<file path="config.mk">
export PLATFORM = sky130hd
export DESIGN_NAME = ir_key_decoder
export DESIGN_NICKNAME = d
export VERILOG_FILES = /design/src/rtl/ir_key_decoder.sv
export SDC_FILE = /design/constraint.sdc
export NUM_CORES = 1
export LEC_CHECK = 0
export CAP_MARGIN = 20
export CELL_PAD_IN_SITES_DETAIL_PLACEMENT = 1
export CELL_PAD_IN_SITES_GLOBAL_PLACEMENT = 2
export CORE_AREA = 2 2 109 191
export DETAILED_ROUTE_END_ITERATION = 6
export DIE_AREA = 0 0 111 193
export PLACE_DENSITY = 0.85
export SYNTH_ARGS = -nofsm -noshare
export SYNTH_HDL_FRONTEND = slang
export SYNTH_SLANG_ARGS = --single-unit
</file>
<file path="constraint.sdc">
create_clock -name CLOCK_50 -period 2.6 [get_ports CLOCK_50]
set_input_delay 0.52 -clock CLOCK_50 [delete_from_list [all_inputs] [get_ports CLOCK_50]]
set_output_delay 0.52 -clock CLOCK_50 [all_outputs]
set_load 0.05 [all_outputs]
</file>
<file path="src/rtl/ir_key_decoder.sv">
// Turns the level-held 32-bit NEC word into debounced single-cycle key events,
// and keeps the snake heading (with reversal rejection) and the difficulty level.
module ir_key_decoder #(
  parameter int unsigned STABLE_CYCLES = 1024
) (
  input  logic        CLOCK_50,
  input  logic        reset,
  input  logic [31:0] word,
  input  logic        game_enable,
  output logic        key_valid,
  output logic [3:0]  key_code,
  output logic [1:0]  dir,
  output logic [2:0]  difficulty
);

  localparam int unsigned CNT_W = $clog2(STABLE_CYCLES + 1);
  localparam logic [CNT_W-1:0] CNT_LAST = CNT_W'(STABLE_CYCLES - 1);

  localparam logic [3:0] KEY_NONE  = 4'd0;
  localparam logic [3:0] KEY_UP    = 4'd1;
  localparam logic [3:0] KEY_DOWN  = 4'd2;
  localparam logic [3:0] KEY_LEFT  = 4'd3;
  localparam logic [3:0] KEY_RIGHT = 4'd4;
  localparam logic [3:0] KEY_ENTER = 4'd5;
  localparam logic [3:0] KEY_MENU  = 4'd6;
  localparam logic [3:0] KEY_ONE   = 4'd7;
  localparam logic [3:0] KEY_TWO   = 4'd8;
  localparam logic [3:0] KEY_THREE = 4'd9;
  localparam logic [3:0] KEY_FOUR  = 4'd10;
  localparam logic [3:0] KEY_FIVE  = 4'd11;
  localparam logic [3:0] KEY_SIX   = 4'd12;
  localparam logic [3:0] KEY_OTHER = 4'd15;

  localparam logic [1:0] HEAD_UP    = 2'd0;
  localparam logic [1:0] HEAD_RIGHT = 2'd1;
  localparam logic [1:0] HEAD_DOWN  = 2'd2;
  localparam logic [1:0] HEAD_LEFT  = 2'd3;

  localparam logic [2:0] DIFF_RESET = 3'd4;

  typedef enum logic [1:0] {
    ST_IDLE,
    ST_SETTLE,
    ST_EMIT
  } state_e;

  state_e           state_q, state_d;
  logic [31:0]      meta_q, meta_d;
  logic [31:0]      sync_q, sync_d;
  logic [31:0]      last_word_q, last_word_d;
  logic [31:0]      cand_q, cand_d;
  logic [CNT_W-1:0] cnt_q, cnt_d;
  logic             key_valid_q, key_valid_d;
  logic [3:0]       key_code_q, key_code_d;
  logic [1:0]       dir_q, dir_d;
  logic [2:0]       difficulty_q, difficulty_d;

  logic [3:0]       cand_key;
  logic [1:0]       cand_head;

  // NEC word to key enumeration; ONE is recognised by its low half only.
  function automatic logic [3:0] decode_word(input logic [31:0] w);
    logic [3:0] k;
    case (w)
      32'h20DF6A95: k = KEY_UP;
      32'h20DFEA15: k = KEY_DOWN;
      32'h20DF1AE5: k = KEY_LEFT;
      32'h20DF9A65: k = KEY_RIGHT;
      32'h20DF5AA5: k = KEY_ENTER;
      32'h20DFC23D: k = KEY_MENU;
      32'h20DF48B7: k = KEY_TWO;
      32'h20DFC837: k = KEY_THREE;
      32'h20DF28D7: k = KEY_FOUR;
      32'h20DFA857: k = KEY_FIVE;
      32'h20DF6897: k = KEY_SIX;
      default: begin
        if (w[15:0] == 16'h8877) begin
          k = KEY_ONE;
        end else if (w != 32'h0) begin
          k = KEY_OTHER;
        end else begin
          k = KEY_NONE;
        end
      end
    endcase
    return k;
  endfunction

  function automatic logic [1:0] key_heading(input logic [3:0] k);
    logic [1:0] h;
    case (k)
      KEY_UP:    h = HEAD_UP;
      KEY_RIGHT: h = HEAD_RIGHT;
      KEY_DOWN:  h = HEAD_DOWN;
      KEY_LEFT:  h = HEAD_LEFT;
      default:   h = HEAD_RIGHT;
    endcase
    return h;
  endfunction

  assign cand_key  = decode_word(cand_q);
  assign cand_head = key_heading(cand_key);

  // Next-state and registered-output logic.
  always_comb begin
    state_d      = state_q;
    meta_d       = word;
    sync_d       = meta_q;
    last_word_d  = last_word_q;
    cand_d       = cand_q;
    cnt_d        = cnt_q;
    key_valid_d  = 1'b0;
    key_code_d   = key_code_q;
    dir_d        = dir_q;
    difficulty_d = difficulty_q;

    case (state_q)
      ST_IDLE: begin
        if ((sync_q != last_word_q) && (sync_q != 32'h0)) begin
          cand_d  = sync_q;
          cnt_d   = '0;
          state_d = ST_SETTLE;
        end
      end

      ST_SETTLE: begin
        if (sync_q == last_word_q) begin
          state_d = ST_IDLE;
        end else if (sync_q != cand_q) begin
          cand_d = sync_q;
          cnt_d  = '0;
        end else if (cnt_q == CNT_LAST) begin
          // A zero word that settled is dropped silently.
          if (cand_q == 32'h0) begin
            state_d = ST_IDLE;
          end else begin
            state_d     = ST_EMIT;
            key_valid_d = 1'b1;
            key_code_d  = cand_key;
            if (game_enable) begin
              if ((cand_key >= KEY_UP) && (cand_key <= KEY_RIGHT) &&
                  (cand_head != (dir_q ^ 2'd2))) begin
                dir_d = cand_head;
              end
            end else if ((cand_key >= KEY_ONE) && (cand_key <= KEY_SIX)) begin
              difficulty_d = 3'(cand_key - KEY_MENU);
            end
          end
        end else begin
          cnt_d = CNT_W'(cnt_q + 1'b1);
        end
      end

      ST_EMIT: begin
        last_word_d = cand_q;
        state_d     = ST_IDLE;
      end

      default: begin
        state_d = ST_IDLE;
      end
    endcase

    // Outside the game the snake always faces right.
    if (!game_enable) begin
      dir_d = HEAD_RIGHT;
    end
  end

  always_ff @(posedge CLOCK_50) begin
    if (reset) begin
      state_q      <= ST_IDLE;
      meta_q       <= '0;
      sync_q       <= '0;
      last_word_q  <= '0;
      cand_q       <= '0;
      cnt_q        <= '0;
      key_valid_q  <= 1'b0;
      key_code_q   <= KEY_NONE;
      dir_q        <= HEAD_RIGHT;
      difficulty_q <= DIFF_RESET;
    end else begin
      state_q      <= state_d;
      meta_q       <= meta_d;
      sync_q       <= sync_d;
      last_word_q  <= last_word_d;
      cand_q       <= cand_d;
      cnt_q        <= cnt_d;
      key_valid_q  <= key_valid_d;
      key_code_q   <= key_code_d;
      dir_q        <= dir_d;
      difficulty_q <= difficulty_d;
    end
  end

  assign key_valid  = key_valid_q;
  assign key_code   = key_code_q;
  assign dir        = dir_q;
  assign difficulty = difficulty_q;

endmodule

</file>
# After elaboration in Yosys (flattened, before gate mapping)
# Cells that the tools add are included.
[op_classes] n_eq_ne=28 reduce_logical=17 order_cmp=4 muxes=20 bitwise=7 addsub=2
[op_table] op="$eq 32x30->1 const B" count=11
[op_table] op="$mux 32" count=3
[op_table] op="$ne 32x32->1" count=2
[op_table] op="$pmux 32 s2" count=1
[op_table] op="$reduce_bool 32->1" count=2
[op_table] op="$mux 11" count=4
[op_table] op="$pmux 4 s11" count=1
[op_table] op="$eq 32x32->1" count=1
[op_table] op="$logic_not 32->1" count=1
[op_table] op="$pmux 11 s2" count=1
[op_table] op="$eq 16x16->1 const B" count=1
[op_table] op="$add 11x1->11 const B" count=1
[op_table] op="$eq 11x10->1 const B" count=1
[op_table] op="$mux 2" count=5
[op_table] op="$ne 3x3->1 const B" count=3
[op_table] op="$eq 4x2->1 const B" count=2
[op_table] op="$mux 4" count=2
[op_table] op="$reduce_and 4->1" count=2
[op_table] op="$not 1->1" count=7
[op_table] op="$reduce_and 7->1" count=1
[op_table] op="$ne 2x2->1 const B" count=3
[op_table] op="$pmux 2 s3" count=1
[op_table] op="$reduce_and 6->1" count=1
[op_table] op="$reduce_and 5->1" count=1
[op_table] op="17 further kinds" count=20
[word_totals] regBits=151 output_inout_bits=10 elab_cells=88 input_bits=35

# Depth between registers and ports, before layout
[logic_depth] ltp_word=9 ltp_mapped=10

# Least setup slack after synthesis
# No wires, ideal clock.
[synth_timing] path_type="register to register" startpoint="register cand_q[14]" endpoint="register difficulty_q[2], in the netlist difficulty[2]" path_slack_ns=0.051 stages_incl_launch_ff=10 setup_time_ns=0.122 arrival_time_ns=2.427 path_cell_list="dfxtp_1 buf_2 xnor2_2 nand4_1 or4_4 nor4_4 nand4b_4 nor3_4 nand2_1 a221o_1"
[synth_via] elab_chain_cells=7
[synth_lines] item="from (decl)" line_no="51" source="logic [31:0] cand_q, cand_d;"
[synth_lines] item="from (signal assigned)" line_no="187" source="cand_q <= cand_d;"
[synth_lines] item="$reduce_bool 32->1" line_no="79" source="end else if (w != 32'h0) begin"
[synth_lines] item="$mux 4" line_no="79"
[synth_lines] item="$mux 4" line_no="77" source="if (w[15:0] == 16'h8877) begin"
[synth_lines] item="$pmux 4 s11" line_no="64" source="case (w)"
[synth_lines] item="$ge 4x3->1 or $le 4x4->1 (tied branches)" line_no="145" source="end else if ((cand_key >= KEY_ONE) && (cand_key <= KEY_SIX)) begin"
[synth_lines] item="$logic_and 1x1->1" line_no="145"
[synth_lines] item="$reduce_and 7->1 (no line)"
[synth_lines] item="to (signal assigned)" line_no="192" source="difficulty_q <= difficulty_d;"
[synth_lines] item="to (decl)" line_no="56" source="logic [2:0] difficulty_q, difficulty_d;"
# Parallel ways exist; a longest one is shown, timed or not.
# A chain may end at the register's enable or synchronous reset.

# Final worst setup path
[layout_timing] startpoint="register cand_q[1]" endpoint="register cand_q[9]"
[layout_via] elab_chain_cells=3
[layout_lines] item="$ne 32x32->1" line_no="129" source="end else if (sync_q != cand_q) begin"
[layout_lines] item="$ne 2x2->1 (no line)"
[layout_lines] item="$reduce_and 4->1 (no line)"
# No other way between the ends.

==> parameters.txt <==
Parameter                              Value

Critical path
  Crit-path leading delay family    simple AND/OR/NAND/NOR gates
  Number of cells on the worst reg-to-reg path    10
  Startpoint of the worst-slack reg-to-reg timing path    cand_q[1]
  Endpoint kind of the worst setup timing path    flop
  Critical Path Most Common Cell    sky130_fd_sc_hd__buf_4
  Worst reg2reg path endpoint    cand_q[9]
  Peak per-stage delay on the critical path    between 300 and 400 ps
  Total buffers and inverters traversed by the critical path    3
  Worst EP required    roughly 2900 ps
  Cells traversed along the worst timing path    buf_4 > xor2_1 > nor4_1 > nand4b_1 > nor4_4 > buf_4 > nand2b_2 > buf_12 > mux2i_1 > nor2_1
  Maximum fanout along the worst path    15
  Critical path's slowest cell    sky130_fd_sc_hd__dfxtp_2
  Sort of element at the start of the critical path    flop
  Reg2Reg Setup Slack    ~120 ps
  Arrival @ worst endpoint    2790 ps
  Worst Setup Path Type    flop to flop

Place
  Worst setup timing slack at the placement stage    -97.36 ps
  IO buf count    44
  GPL Wtd Cong    a little over 0.9
  HPWL after DPL    approximately 15000 um

CTS
  Clock sink count    151
  Clock tree from TritonCTS    done
  Maximum buffer depth of the clock tree    2
  CTS Hold Buffers Added    0
  Clock insertion delay at the later pin of the skew report    roughly 430 ps
  Clock root buffer    sky130_fd_sc_hd__clkbuf_16
  TritonCTS Buffers    17
  Clock transition time at the flip-flop clock pins of the worst setup and hold paths    roughly 60 ps
  CTS H-tree depth    4

Timing
  Final clock period utilization by the worst path    between 90% and 100%
  Final critical delay including setup and external delays    around 2500 ps
  Number of hold-slack violations in the final timing report    0
  Number of max-slew violations in the final report    0
  Setup Skew    between 10 and 15 ps
  Final worst setup slack    around 120 ps
  RSZ-0062 raised after global routing    no
  Highest clock rate    around 0.4 GHz
  Setup tns final    0 ps
  Setup-violating endpoint count in the final report    0
  Relative max-transition margin    61.06%
  Slew of the pin with the lowest slew margin    ~600 ps

Synthesis
  Fraction of post-synthesis cell area in the top cell type by area    between 40% and 50%
  Mux cell area share after synthesis    around 5.3%
  Dominant synthesized flop cell    sky130_fd_sc_hd__dfxtp_1
  Dominant combinational cell family by area after synthesis    simple AND/OR/NAND/NOR gates
  Async set-or-reset flop fraction in the synthesized netlist    0%
  Gate count of the mapped netlist    701
  Share of the synthesized area in compound gates (AO/OA/AOI/OAI)    7.182%
  Adder and majority cell fraction of the synthesized area    less than 1%
  Post-Synth Simple-Gate Area    between 20 and 30%
  Post-synthesis share of cell area spent on xor and xnor gates    between 10 and 15%
  YS warnings    0
  Most area-consuming cells after synthesis    sky130_fd_sc_hd__dfxtp_1 (47%), sky130_fd_sc_hd__xnor2_1 (7.9%), sky130_fd_sc_hd__nor2b_1 (6.7%)
  Area of the mapped netlist    about 6500 um2
  Post-synthesis sequential area ratio    46.77%
  Synthesis-stage register bit count    around 150
  Number of distinct library cells after synthesis    57
  Synth area leader    sky130_fd_sc_hd__dfxtp_1
  Number of enable-type register cells in the synthesized netlist    0
  Average instance area after synthesis    around 9.2 um2
  Post-synthesis net count    737

Floorplan
  Number of primary I/O pins    45
  Die height    just under 200 um
  Standard-cell rows    69
  Initial core utilization    32.41%
  Placeable core area    19940 um2
  X dimension of the die    111 um
  Die Area    21420 um2

Power and ir drop
  Power density over the cells    around 620 nW/um2
  Worst supply voltage drop on vdd    between 0.0003 and 0.0004 V
  Total Power    between 5000 and 6000 uW
  Leakage    around 0.0030 uW

Route
  Avg Vias per Cell    approximately 5
  Total routed wirelength    roughly 20000 um
  DR WL/cell    around 19 um
  DRC    0
  Number of DRC violations after detailed-routing iteration 0    ~190
  Via count    5415
  Post-DRT Antenna Nets    0
  First-pass iteration count of the detailed router    4

Hold path
  Worst hold stages    1
  Kind of path behind the tightest hold check    flop to flop
  Hold Path Origin    meta_q[17]
  Worst Hold End    sync_q[17]

Run status
  Run status    finished clean

Global routing
  Antenna violations before repair    0
  Global routing usage summed across all routing layers    between 10% and 20%
  Pin count of the biggest net entering global routing    between 60 and 70
  Wire length of the first global-routing pass    31640 um
  Total gr overflow    0
  Vias in the first global route    5824

Run
  Reported max-cap violation count    0

Cells and area
  Most common cell after layout, fill and taps aside    sky130_fd_sc_hd__dfxtp_1
  Nets@finish    about 850
  Area occupied by multi-input gates    3465 um2
  Most frequent cells in the layout    sky130_fd_sc_hd__dfxtp_1 (132), sky130_fd_sc_hd__nand2_1 (88), sky130_fd_sc_hd__buf_4 (78), sky130_fd_sc_hd__nor2b_1 (68), sky130_fd_sc_hd__nor2_1 (54)
  Register area    between 3000 and 4000 um2
  Number of inserted filler cells in the final layout    roughly 2300
  Share of final-layout standard cells stronger than drive strength 1    20.92%
  Inserted Diodes    0
  P&R area growth vs syn    31.98%
[flip-flops by register name, indices dropped and copies added, names as in the netlist, 3 cells and up]
signal       flops
difficulty       3
last_word_q     32
sync_q          32
cnt_q           11
cand_q          32
key_code         4
meta_q          32
[layer usage]
metal	vias up	track usage (%)	routed length (um)
met5	-	0	0
met4	0	11.20	1043
met3	42	3.063	342
met2	86	39.10	11580
met1	2655	17.93	7011
li1	2632	-	-
[cell usage after synthesis, drive strengths merged (5+ instances only)]
cell    number
nor2b       69
nand4       28
xor2        12
clkbuf      29
nor3         5
nand2       89
nor4        24
nor2        55
o21ai       11
and4bb       5
dfxtp      151
buf          9
mux2i       34
and4         5
nand2b       6
a21oi       45
xnor2       61
nor4bb       7
nand3        9
[power breakdown]
part | total, uW | internal (uW) | switching (uW)
clock network | 2430 | 1440 | 988
registers | 2430 | 2380 | 59.1
logic | 459 | 238 | 221
total | 5320 | 4050 | 1270
[area by class of cell]
type | instances | share of cell area (%)
Tap cell | 248 | 3.637
Clock buffer | 21 | 5.280
Multi-Input combinational cell | 508 | 40.61
Timing Repair Buffer | 127 | 13.01
Inverter | 4 | 0.1760
Clock inverter | 11 | 1.452
Sequential cell | 151 | 35.83
[worst reg2reg max path: stages (launching register included)]
cell                       delay, ps
sky130_fd_sc_hd__dfxtp_2         340
sky130_fd_sc_hd__buf_4           150
sky130_fd_sc_hd__xor2_1          180
sky130_fd_sc_hd__nor4_1          270
sky130_fd_sc_hd__nand4b_1        200
sky130_fd_sc_hd__nor4_4          300
sky130_fd_sc_hd__buf_4           170
sky130_fd_sc_hd__nand2b_2        210
sky130_fd_sc_hd__buf_12          190
sky130_fd_sc_hd__mux2i_1         270
sky130_fd_sc_hd__nor2_1           70
[how the worst max path moves through the flow]
stage,from,to,cells after the start
CTS,cand_q[10],difficulty[2],10
floorplan,cand_q[14],difficulty[2],9
global placement,cand_q[31],difficulty[2],9
detailed placement,cand_q[31],difficulty[2],9
finish,cand_q[1],cand_q[9],10
global route,cand_q[3],dir[1],10
[cells by family after synthesis]
family | after synthesis
mux | 34
fa+ha+maj | 1
xor+xnor | 73
simple gates | 323
compound gates | 77
buf+inv | 42
flops | 151
[per-stage QoR]
step | area (um2) | hold WS [ps] | instances | util, %
after floorplan | 6464 | 413.8 | 701 | -
after global placement | 7687 | 416.5 | 1034 | 38.55
after detailed placement | 7687 | 423.9 | 1034 | 38.55
after CTS | 8322 | 438.7 | 1067 | 41.73
after global routing | 8531 | 446.3 | 1070 | 42.78
final | 8531 | 435.3 | 1070 | 42.78
[timing repair]
item                       in CTS  in global routing
setup buffers                   1                  3
setup endpoints to repair      19                 39
hold endpoints to repair        0                  0
resized for setup              11                 47
pin swaps                       4                 16
(Power assumes the default switching activity.)
==> RTL edit 1, RTL diff (same settings) <==
Set the parameter `STABLE_CYCLES` to 2048 (it was 1024).
--- a/src/rtl/ir_key_decoder.sv
+++ b/src/rtl/ir_key_decoder.sv
@@ -3,3 +3,3 @@
 module ir_key_decoder #(
-  parameter int unsigned STABLE_CYCLES = 1024
+  parameter int unsigned STABLE_CYCLES = 2048
 ) (
Function: same outputs for any inputs over 10 cycles, from zero or initial values and one cycle with reset high; that may be too few to reach the edited logic, so the function may still have changed.
==> RTL edit 1 against the unedited design <==
  * Routed wire length is 8.1% lower
  * Highest routed layer unchanged
  * Final area is 4.9% lower
  * Largest cell class unchanged
  * Die area stayed put
  * Sequential cell count is 1 higher
  * Setup slack worse by 81 ps
  * Area after synthesis is 0.72% lower
  * Power is 2.4% higher
==> RTL edit 1: results (changes against the unedited design) <==
CP Max Fanout=4 (-11); Detailed Place HPWL=13.3 mm (-8.3%); Worst Tran Pin Value=614 ps (+29.9 ps); Synth Area in Compound Gates=8.48% (+1.3 points); Area after DPL=0.00743 mm² (-3.4%); Worst path max stage delay=550 ps (+210 ps); hold_sp=meta_q[29]$_SDFF_PP0_; vias in the first global route=5,561 (-4.5%); router iterations before antenna repair=6 (+2); syn_nets=734 (-0.41%); first-pass GRT wire length=29.1 mm (-7.9%); nature of the critical path endpoint=flop; Seq/Total Area, Yosys=47.4% (+0.65 points); Comb power frac=6.7% (-1.9 points); reg2reg start=sync_q[3]$_SDFF_PP0_; # nets final=814 (-3.7%); worst r2r path cells=9 (-1); peak supply drop=0.326 mV (-1.7%); Hold Crit Class=reg -> reg; Critical Path AT=2870 ps (+80 ps); Post-Route WL=18.4 mm (-8.1%); via count of the routed design=5,265 (-2.8%); status=finished clean; Async SR Flop Fraction=0% (unchanged); Worst Skew=12.3 ps (+1.17 ps); pin count of the biggest net entering global routing=70 (+15%); top layer in use=met4; reg-to-reg slack, setup=40 ps (-80 ps); Clock Tree Buf Depth=2 (unchanged); Pleak=3.04 nW (+0.96%); Flop+latch power=2.46 mW; met1 WL=6.49 mm (-7.5%); Starting Density=32.2% (-0.23 points); count of different cell masters after synthesis=57 (unchanged); Net Sw Frac=24.0% (+0.17 points); Warnings, synthesis=0 (unchanged); top post-synthesis cells by area=dfxtp_1 47%, nor2b_1 6.8%, mux2i_1 5.5%, xor2_1 5.0%, nand2_1 4.9%; post-CTS setup buffers=0 (-1); post-synthesis mux area share=5.46% (+0.19 points); top post-synthesis cells by count=152 x dfxtp_1, 83 x nand2_1, 70 x nor2b_1; Synth Area in XOR/XNOR=9.42% (-0.82 points); WL met2=10.3 mm (-11%); Worst Hold Path EP=sync_q[29]$_SDFF_PP0_; reg-to-reg endpoint=difficulty[2]$_SDFFE_PP1P_; Met3 Wirelength=455 µm (+33%); family with the most delay on the worst path=simple AND/OR/NAND/NOR gates; All-Layer GR Usage=17.6% (-1.7 points); n_diodes=0 (unchanged); power per cell area=672 mW/mm² (+7.7%); initial antenna violation count=0 (unchanged); share of cells above drive strength 1=14.8% (-6.1 points); slowest stage cell, crit path=dfxtp_1; GPL Wtd Cong=0.914 (-1.7%); DRT iter0 DRCs=239 (+29%); Synth Area in Adders=0.195% (+0.0014 points); crit path from=sync_q[3]$_SDFF_PP0_; Buffers on Ports=44 (unchanged)
[RTL edit 1: cell types whose count changed in the layout (fill, tap and decap cells not counted), sizes merged, moves of 7 or more]
| cell | change |
|---|---|
| nand4 | -12 |
| xnor2 | -29 |
| buf | -36 |
| nor4bb | -7 |
| xor2 | +25 |
[RTL edit 1: final cells by class]
type / count / area (µm²)
inverters: 7 / 26.3
flip-flops and latches: 152 / 3050
well taps: 248 / 310
clock buffers: 18 / 439
fillers: 2288 / 11800
multi-input cells: 509 / 3270
repair buffers: 91 / 828
clock inverters: 14 / 186
[RTL edit 1: logic make-up (layout without fill, tap and decap cells)]
kind of cell             after synthesis  in the layout
multiplexers                          35             35
AO/OA/AOI/OAI                         91             91
flip-flops                           152            152
buffers and inverters                 37            130
adder cells (fa/ha/maj)                1              1
XOR/XNOR                              69             69
AND/OR/NAND/NOR                      313            313
[RTL edit 1: per-stage QoR]
| step | cells | hold slack, ps | TNS, ps | utilization, % | worst slack (ps) |
|---|---|---|---|---|---|
| after global routing | 1039 | 430 | -11.4 | 40.7 | -11.4 |
| after global placement | 1007 | 417 | -155 | 37.2 | -68.9 |
| after CTS | 1039 | 415 | 0 | 40.4 | 2.76 |
| after detailed placement | 1007 | 425 | -272 | 37.2 | -92.1 |
| after floorplan | 698 | 414 | 0 | - | 347 |
| final | 1039 | 434 | 0 | 40.7 | 43.0 |
[RTL edit 1: routing by layer]
layer  track usage (%)  up-vias
li1                  -     2549
met1              16.2     2549
met2              33.8      113
met3              3.22       54
met4              13.6        0
met5                 0        -
[RTL edit 1: what timing repair did]
action,4_1_cts,5_1_grt
cloned,0,0
resized for setup,2,13
pin swaps,0,1
endpoints found under the setup margin,7,10
==> RTL edit 2, RTL diff (config.mk and constraints unchanged) <==
Without the edit above. Encoding of `state_e`: now one-hot (3 bits for 3 states).
--- a/src/rtl/ir_key_decoder.sv
+++ b/src/rtl/ir_key_decoder.sv
@@ -40,6 +40,6 @@
 
-  typedef enum logic [1:0] {
-    ST_IDLE,
-    ST_SETTLE,
-    ST_EMIT
+  typedef enum logic [2:0] {
+    ST_IDLE   = 3'b001,
+    ST_SETTLE = 3'b010,
+    ST_EMIT   = 3'b100
   } state_e;
Check against the original RTL: no difference found for any inputs over 10 cycles, from zero or initial values and one cycle with reset high; not proved beyond that.
==> RTL edit 2 against the unedited design <==
  * Clock skew is 3.2 ps lower
  * Critical path depth shrank 2
  * Sequential cell count is 1 higher
  * Power increased by 5.8%
  * Final area shrank 6.4%
  * Setup slack worse by 65 ps
  * Routed wire length decreased by 9.8%
  * Area after synthesis rose by 0.85%
  * Non-clock buffer count down 53
==> RTL edit 2: results (changes against the unedited design) <==
status=finished clean; Worst Skew=7.98 ps (-3.16 ps); Area after DPL=0.00733 mm² (-4.6%); Synth Area in XOR/XNOR=10.1% (-0.16 points); post-cts sizing count=5 (-6); Synth Area in Compound Gates=7.49% (+0.30 points); Net Sw Frac=25.8% (+2.0 points); GPL Wtd Cong=0.875 (-6.0%); Critical Path AT=2850 ps (+60 ps); Seq/Total Area, Yosys=46.7% (-0.088 points); top post-synthesis cells by count=152 x dfxtp_1, 83 x nand2_1, 68 x nor2b_1; All-Layer GR Usage=17.3% (-2.0 points); hold_sp=reset; Worst Hold Path EP=key_code[2]$_SDFFE_PP0P_; post-CTS setup buffers=0 (-1); Worst path max stage delay=570 ps (+230 ps); slowest stage cell, crit path=nor4_1; pin count of the biggest net entering global routing=82 (+34%); worst r2r path cells=8 (-2); DRT iter0 DRCs=193 (+4.3%); non-filler cells, final=1,015 (-5.1%); peak supply drop=0.363 mV (+9.5%); Flop+latch power=2.50 mW (+3%); Synth Area in Adders=0.192% (-0.0016 points); Hold Crit Class=in -> reg; syn_nets=735 (-0.27%); crit path from=sync_q[9]$_SDFF_PP0_; share of cells above drive strength 1=12.8% (-8.1 points); via count of the routed design=5,121 (-5.4%); post-synthesis mux area share=6.33% (+1.1 points); Comb power frac=11.9% (+3.3 points); # nets final=790 (-6.5%); reg-to-reg slack, setup=60 ps (-70 ps); Placed Cells=982 (-5.0%); Psw=1.45 mW (+15%); routed length per instance=17.8 µm (-4.9%); top post-synthesis cells by area=dfxtp_1 47%, xor2_1 8.9%, nor2b_1 6.5%, mux2i_1 6.0%, nand2_1 4.8%
==> RTL edit 2: layout make-up <==
| cell class | count | area [µm²] |
|---|---|---|
| clock inverters | 12 | 140 |
| repair buffers | 74 | 688 |
| fillers | 2278 | 12000 |
| clock buffers | 20 | 447 |
| inverters | 4 | 15.0 |
| flip-flops and latches | 152 | 3050 |
| multi-input cells | 505 | 3340 |
| well taps | 248 | 310 |
==> RTL edit 2: per-stage QoR <==
stage / hold slack (ps) / setup TNS (ps) / worst slack (ps)
after floorplan: 414 / 0 / 344
after global placement: 416 / -36.2 / -36.2
after detailed placement: 425 / -35.9 / -35.9
after CTS: 378 / 0 / 5.48
after global routing: 388 / 0 / 0.206
final: 383 / 0 / 58.5
==> RTL edit 2: layer usage <==
layer | GRT usage [%] | vias up | part of all wire (%)
li1 | - | 2488 | -
met1 | 16.5 | 2488 | 36
met2 | 33.7 | 95 | 56
met3 | 2.97 | 50 | 2.1
met4 | 11.4 | 0 | 5.8
met5 | 0 | - | 0
